**src/rtl/ascon_ctrl_fsm_pkg.sv**
```systemverilog
// Shared constants and state encoding for the ASCON-128a control FSM.
package ascon_pack;

  localparam logic [3:0] ROUNDS_A_START = 4'd0;
  localparam logic [3:0] ROUNDS_B_START = 4'd4;
  localparam logic [3:0] LAST_ROUND     = 4'd11;

  typedef enum logic [2:0] {
    IDLE, INIT, WAIT_AD, AD, WAIT_PT, PT, FINAL, TAG
  } type_fsm_state;

endpackage

```
**src/rtl/ascon_ctrl_fsm_round_counter.sv**
```systemverilog
// Round constant counter: loads the p12 or p8 start index and counts up to LAST_ROUND.
module round_counter
  import ascon_pack::*;
(
  input  logic       clock_i,
  input  logic       resetb_i,
  input  logic       init_a_i,
  input  logic       init_b_i,
  input  logic       en_i,
  output logic [3:0] round_o
);

  logic [3:0] round_q, round_d;

  // Loads win over counting; the count saturates at the last round.
  always_comb begin
    round_d = round_q;
    if (init_a_i) begin
      round_d = ROUNDS_A_START;
    end else if (init_b_i) begin
      round_d = ROUNDS_B_START;
    end else if (en_i && (round_q != LAST_ROUND)) begin
      round_d = round_q + 4'd1;
    end
  end

  always_ff @(posedge clock_i or negedge resetb_i) begin
    if (!resetb_i) begin
      round_q <= '0;
    end else begin
      round_q <= round_d;
    end
  end

  assign round_o = round_q;

endmodule

```
**src/rtl/ascon_ctrl_fsm.sv**
```systemverilog
// ASCON-128a encryption control FSM driving the permutation/XOR datapath.
// Build option ASCON_AD_EN adds the associated-data phase (WAIT_AD/AD).
module ascon_ctrl_fsm
  import ascon_pack::*;
#(
  parameter int unsigned NB_PT_BLOCKS = 4
) (
  input  logic       clock_i,
  input  logic       resetb_i,
  input  logic       start_i,
  input  logic       data_valid_i,
  output logic       data_ready_o,
  output logic       enable_o,
  output logic [3:0] round_o,
  output logic       input_mode_o,
  output logic       en_xor_begin_data_o,
  output logic       en_xor_begin_key_o,
  output logic       mode_xor_key_o,
  output logic       bypass_xor_end_o,
  output logic       en_xor_end_dom_o,
  output logic       en_reg_cipher_o,
  output logic       en_reg_tag_o,
  output logic       cipher_valid_o,
  output logic       busy_o,
  output logic       done_o
);

  localparam logic [3:0] NB_LAST = 4'(NB_PT_BLOCKS);

  type_fsm_state state_q, state_d;
  logic [3:0]    blk_q, blk_d;
  logic [3:0]    blk_inc;
  logic          cipher_valid_q, done_q;
  logic          init_a, init_b;
  logic          last_round;

  round_counter u_round_counter (
    .clock_i  (clock_i),
    .resetb_i (resetb_i),
    .init_a_i (init_a),
    .init_b_i (init_b),
    .en_i     (enable_o),
    .round_o  (round_o)
  );

  assign last_round = (round_o == LAST_ROUND);
  assign blk_inc    = blk_q + 4'd1;

  always_comb begin
    state_d             = state_q;
    blk_d               = blk_q;
    init_a              = 1'b0;
    init_b              = 1'b0;
    data_ready_o        = 1'b0;
    enable_o            = 1'b0;
    input_mode_o        = 1'b0;
    en_xor_begin_data_o = 1'b0;
    en_xor_begin_key_o  = 1'b0;
    mode_xor_key_o      = 1'b0;
    bypass_xor_end_o    = 1'b1;
    en_xor_end_dom_o    = 1'b0;
    en_reg_cipher_o     = 1'b0;
    en_reg_tag_o        = 1'b0;
    busy_o              = 1'b1;
    case (state_q)
      IDLE: begin
        busy_o = 1'b0;
        if (start_i) begin
          state_d = INIT;
          init_a  = 1'b1;
          blk_d   = '0;
        end
      end
      INIT: begin
        enable_o     = 1'b1;
        input_mode_o = (round_o != ROUNDS_A_START);
        if (last_round) begin
          bypass_xor_end_o = 1'b0;
`ifdef ASCON_AD_EN
          state_d          = WAIT_AD;
`else
          // Without AD the empty-AD domain separation lands on the init phase.
          en_xor_end_dom_o = 1'b1;
          state_d          = WAIT_PT;
`endif
        end
      end
`ifdef ASCON_AD_EN
      WAIT_AD: begin
        data_ready_o = 1'b1;
        if (data_valid_i) begin
          state_d = AD;
          init_b  = 1'b1;
        end
      end
      AD: begin
        enable_o            = 1'b1;
        input_mode_o        = 1'b1;
        en_xor_begin_data_o = (round_o == ROUNDS_B_START);
        if (last_round) begin
          en_xor_end_dom_o = 1'b1;
          state_d          = WAIT_PT;
        end
      end
`endif
      WAIT_PT: begin
        data_ready_o = 1'b1;
        if (data_valid_i) begin
          blk_d = blk_inc;
          // The last plaintext block is absorbed by the finalisation phase.
          if (blk_inc == NB_LAST) begin
            state_d = FINAL;
            init_a  = 1'b1;
          end else begin
            state_d = PT;
            init_b  = 1'b1;
          end
        end
      end
      PT: begin
        enable_o            = 1'b1;
        input_mode_o        = 1'b1;
        en_xor_begin_data_o = (round_o == ROUNDS_B_START);
        en_reg_cipher_o     = (round_o == ROUNDS_B_START);
        if (last_round) begin
          state_d = WAIT_PT;
        end
      end
      FINAL: begin
        enable_o     = 1'b1;
        input_mode_o = 1'b1;
        if (round_o == ROUNDS_A_START) begin
          en_xor_begin_data_o = 1'b1;
          en_reg_cipher_o     = 1'b1;
          en_xor_begin_key_o  = 1'b1;
          mode_xor_key_o      = 1'b1;
        end
        if (last_round) begin
          bypass_xor_end_o = 1'b0;
          state_d          = TAG;
        end
      end
      TAG: begin
        en_reg_tag_o = 1'b1;
        state_d      = IDLE;
      end
      default: begin
        state_d = IDLE;
      end
    endcase
  end

  always_ff @(posedge clock_i or negedge resetb_i) begin
    if (!resetb_i) begin
      state_q        <= IDLE;
      blk_q          <= '0;
      cipher_valid_q <= 1'b0;
      done_q         <= 1'b0;
    end else begin
      state_q        <= state_d;
      blk_q          <= blk_d;
      cipher_valid_q <= en_reg_cipher_o;
      done_q         <= (state_q == TAG);
    end
  end

  assign cipher_valid_o = cipher_valid_q;
  assign done_o         = done_q;

endmodule

```
**config.mk**
```make
export PLATFORM = sky130hd
export DESIGN_NAME = ascon_ctrl_fsm
export DESIGN_NICKNAME = d
export VERILOG_FILES = /design/src/rtl/ascon_ctrl_fsm_pkg.sv /design/src/rtl/ascon_ctrl_fsm_round_counter.sv /design/src/rtl/ascon_ctrl_fsm.sv
export SDC_FILE = /design/constraint.sdc
export NUM_CORES = 1
export LEC_CHECK = 0
export ABC_AREA = 1
export BUFFER_PORTS_ARGS = -buffer_cell sky130_fd_sc_hd__buf_2
export CAP_MARGIN = 10
export CORE_UTILIZATION = 35
export CTS_BUF_LIST = sky130_fd_sc_hd__clkbuf_8
export DETAILED_ROUTE_END_ITERATION = 8
export PLACE_DENSITY = 0.52
export SLEW_MARGIN = 0
export SYNTH_ARGS = -nofsm -noshare
export SYNTH_HDL_FRONTEND = slang
export SYNTH_HIERARCHICAL = 1
export SYNTH_SLANG_ARGS = --single-unit
```
**constraint.sdc**
```tcl
create_clock -name clock_i -period 2.2 [get_ports clock_i]
set_clock_uncertainty 0.05 [all_clocks]
set_input_delay 0.33 -clock clock_i [delete_from_list [all_inputs] [get_ports clock_i]]
set_output_delay 0.33 -clock clock_i [all_outputs]
set_load 0.005 [all_outputs]
```
==> flow_metrics.py <==
metrics = {
    "synth": {
        "synth_top_flop_cell": "sky130_fd_sc_hd__dfrtp_1",
        "post_synth_most_frequent_cells": "sky130_fd_sc_hd__nand2_1 (39), sky130_fd_sc_hd__inv_1 (18), sky130_fd_sc_hd__dfrtp_1 (13), sky130_fd_sc_hd__nor2_1 (13), sky130_fd_sc_hd__nand3_1 (10)",
        "share_of_synthesized_flip_flops_with_an_asynchronous_set_or_reset_pct": 100,
        "yosysWarnings": 6,
        "synth_enable_flop_cells": 0,
        "post_synthesis_area_per_instance_um2": 6.93,
        "mappedNetlistArea_um2": 873,
        "post_synth_inst_count": 126,
        "yosysMostFrequentCell": "sky130_fd_sc_hd__nand2_1",
        "seq_area_frac_synth_pct": 37.2,
        "postSynthRegisterBits": 13,
        "netlist-cell-type-count": 19,
        "netlist.top_cell.by_area": "sky130_fd_sc_hd__dfrtp_1",
        "synth.net_count": 133,
        "area_contributors_post_synth": "sky130_fd_sc_hd__dfrtp_1 (37%), sky130_fd_sc_hd__nand2_1 (17%), sky130_fd_sc_hd__inv_1 (7.7%)",
        "synth.top_cell.area_share_pct": 37.2,
    },
    "power_and_ir_drop": {
        "power_frac_seq_pct": 35.7,
        "clkPwrFrac_pct": 18.1,
        "cell_internal_pwr_mw": 0.630,
        "sw_frac_of_total_pct": 44.9,
        "pwr_density_cell_nw_per_um2": 1090,
        "p_leak_nw": 0.609,
        "design_power_total_mw": 1.14,
        "max-vdd-ir-drop_mv": 0.538,
        "share_comb_of_total_power_pct": 46.2,
        "p_sw_mw": 0.514,
    },
    "route": {
        "ant_nets": 0,
        "post_drt_via_cell_ratio": 4.63,
        "dr_total_vias": 819,
        "detail_route.first_pass.iterations": 4,
        "total_wire_length_after_detailed_routing_mm": 1.84,
        "dr.first_iter.drc_count": 16,
        "drt_drc_violations_left": 0,
        "routedWlPerCell_um": 10.4,
    },
    "hold_path": {
        "holdCritPathClass": "in -> reg",
        "whs_endpoint": "blk_q[1]",
        "min-delay-start": "data_valid_i",
        "worst_hold_stages": 3,
    },
    "place": {
        "port-buffer-count": 20,
        "globalplace.congestion": 0.836,
        "pre_cts_slack_ns": 0.492,
        "dpl.cell_count": 172,
        "dpl_cell_area_um2": 993,
        "dp_hpwl_mm": 1.45,
    },
    "grt": {
        "grt_pass1_vias": 717,
        "grt_max_degree": 14,
        "grt_remaining_overflow": 0,
        "grt_antenna_before_repair": 0,
        "grt_use_total_pct": 16.2,
        "global_route_wire_length_before_repair_mm": 3.19,
    },
    "worst_setup_path": {
        "rr_endpoint": "u_round_counter/round_o[2]",
        "crit_path_cell_trace": "nor2_2 -> inv_2 -> nor2_1 -> inv_1 -> o22ai_1 -> buf_2",
        "critical_path.n_buffers_inverters": 3,
        "crit_slowest_cell": "sky130_fd_sc_hd__dfrtp_1",
        "arrival_ns": 1.44,
        "max_stage_delay_ns": 0.45,
        "crit_type": "reg -> out",
        "timing.critical_path.to_type": "primary output",
        "worstSetupStartpointType": "flip-flop",
        "crit_fanout": 5,
        "rr_worst_depth": 11,
        "regToRegStartpoint": "blk_q[0]",
        "r2r_slack_ns": 0.49,
        "timing.critical_path.required_ns": 1.82,
        "crit_family": "flip-flops",
    },
    "job": {
        "drv.max_cap_violation_count": 0,
    },
    "die": {
        "die_area_um2": 2700,
        "rows": 17,
        "die_width_um": 52.0,
        "initial_utilization_pct": 38.4,
        "die_height_um": 52.0,
        "design.core.area_um2": 2280,
        "io-pin-count": 21,
    },
    "timing": {
        "layout_min_cycle_time_ns": 1.82,
        "fmaxAchievable_mhz": 549,
        "tightestPinTransition_ns": 0.320,
        "final_min_period_over_clock_period_pct": 82.8,
        "rsz_0062_raised_after_global_routing": "false",
        "slew_headroom_pct": 78.7,
        "timing.final.ws_setup_ns": 0.378,
        "totalNegativeSetupSlack_ns": 0,
        "setup_violations": 0,
        "final-max-slew-violation-count": 0,
        "timing.final.hold_violations": 0,
    },
    "clocking": {
        "clk_pin_slew_ns": 0.06,
        "cts.path.max_buffers": 2,
        "htree_levels": 1,
        "numCtsBuffers": 3,
        "cts_setup_buffers": 0,
        "clk-insertion-delay-late_ns": 0.24,
        "cts.sink_count": 13,
        "cts-root-buf": "sky130_fd_sc_hd__clkbuf_8",
        "tritoncts": "done",
    },
    "finish": {
        "relative_area_change_from_synthesis_to_final_layout_pct": 20.1,
        "post_route_cells_drive_above_1_share_pct": 27.5,
        "instances_no_fill": 177,
        "antennaDiodeCount": 0,
        "number_of_nets_at_the_end_of_the_flow": 157,
        "layout.cell_area.non_filler_um2": 1050,
    },
    "status": {
        "outcome": "finished, final reports clean",
    },
}
==> per-stage QoR <==
stage	utilization [%]	hold WS, ns
detailed placement	43.7	0.194
CTS	46.1	0.334
finish	46.1	0.332
global route	46.1	0.369
floorplan	-	-0.0156
global placement	43.7	0.195
==> cells in the final DEF, fill, tap and decap left out, types with 2 or more instances in the layout <==
cell type / Yosys / layout
sky130_fd_sc_hd__a21oi_1: 2 / 2
sky130_fd_sc_hd__clkbuf_8: 0 / 3
sky130_fd_sc_hd__o22ai_2: 2 / 2
sky130_fd_sc_hd__nand3_1: 10 / 10
sky130_fd_sc_hd__inv_2: 6 / 6
sky130_fd_sc_hd__ha_1: 3 / 3
sky130_fd_sc_hd__nand2_1: 39 / 39
sky130_fd_sc_hd__nand4_1: 3 / 3
sky130_fd_sc_hd__nor2_1: 13 / 13
sky130_fd_sc_hd__o22ai_1: 2 / 2
sky130_fd_sc_hd__nor2_2: 4 / 4
sky130_fd_sc_hd__buf_2: 0 / 20
sky130_fd_sc_hd__inv_1: 18 / 19
sky130_fd_sc_hd__dfrtp_1: 13 / 13
sky130_fd_sc_hd__nand2_2: 3 / 3
sky130_fd_sc_hd__nand3_2: 2 / 2
==> cells by family after synthesis <==
logic type | Yosys count | synth area share (%)
DFF | 13 | 37.2
and+or+nand+nor | 76 | 39.5
adders and majority gates | 3 | 4.30
buffers and inverters | 26 | 12.0
AOI/OAI and AO/OA | 8 | 6.88
==> power by group through the flow <==
stage          combinational, mW  sequential (mW)  clock [mW]
2_1_floorplan              0.382            0.391           0
3_3_place_gp               0.532            0.408           0
3_5_place_dp               0.528            0.412           0
4_1_cts                    0.532            0.408       0.217
5_1_grt                    0.626            0.424       0.231
6_report                   0.528            0.408       0.208
==> worst min-delay path: stages <==
cell and delay [ns]:
sky130_fd_sc_hd__buf_2 0.11, sky130_fd_sc_hd__nand3_1 0.07, sky130_fd_sc_hd__nand2_1 0.07
==> worst max path at each step <==
stage / slack, ns / depth (start not counted) / end / startpoint
2_1_floorplan: 0.63 / 11 / u_round_counter/round_o[2] / blk_q[0]
3_3_place_gp: 0.53 / 11 / u_round_counter/round_o[2] / blk_q[0]
3_5_place_dp: 0.49 / 11 / u_round_counter/round_o[2] / blk_q[0]
4_1_cts: 0.36 / 6 / en_reg_cipher_o / state_q[1]
5_1_grt: 0.26 / 6 / en_reg_cipher_o / state_q[1]
6_report: 0.38 / 6 / en_reg_cipher_o / state_q[1]
==> cell type report <==
| type | count | area (µm²) |
|---|---|---|
| sequential | 13 | 325 |
| multi-input combinational | 87 | 443 |
| tap | 28 | 35.0 |
| clock buffer | 3 | 41.3 |
| clock inverter | 1 | 3.75 |
| inverter | 24 | 90.1 |
| timing repair buffer | 21 | 110 |
| fill | 246 | 1230 |
==> per-layer routing <==
layer | up-vias | wire length, µm | part of all wire [%] | GRT usage, %
met5 | - | 0 | 0 | 0
met3 | 0 | 92 | 5.0 | 5.26
met1 | 367 | 901 | 49 | 21.2
met2 | 15 | 849 | 46 | 26.3
li1 | 437 | - | - | -
met4 | 0 | 0 | 0 | 2.70
==> repair_timing <==
| action | CTS | global route |
|---|---|---|
| hold buffers | 1 | 0 |
| setup endpoints to repair | 0 | 0 |
| resized for setup | 0 | 0 |
| endpoints found under the hold margin | 13 | 0 |
==> state kept, by name, summed over array words and instances (netlist names), named ones only <==
name / count
cipher_valid_o: 1
blk_q: 4
u_round_counter/round_o: 4
state_q: 2
done_o: 1
(Power assumes the default switching activity.)
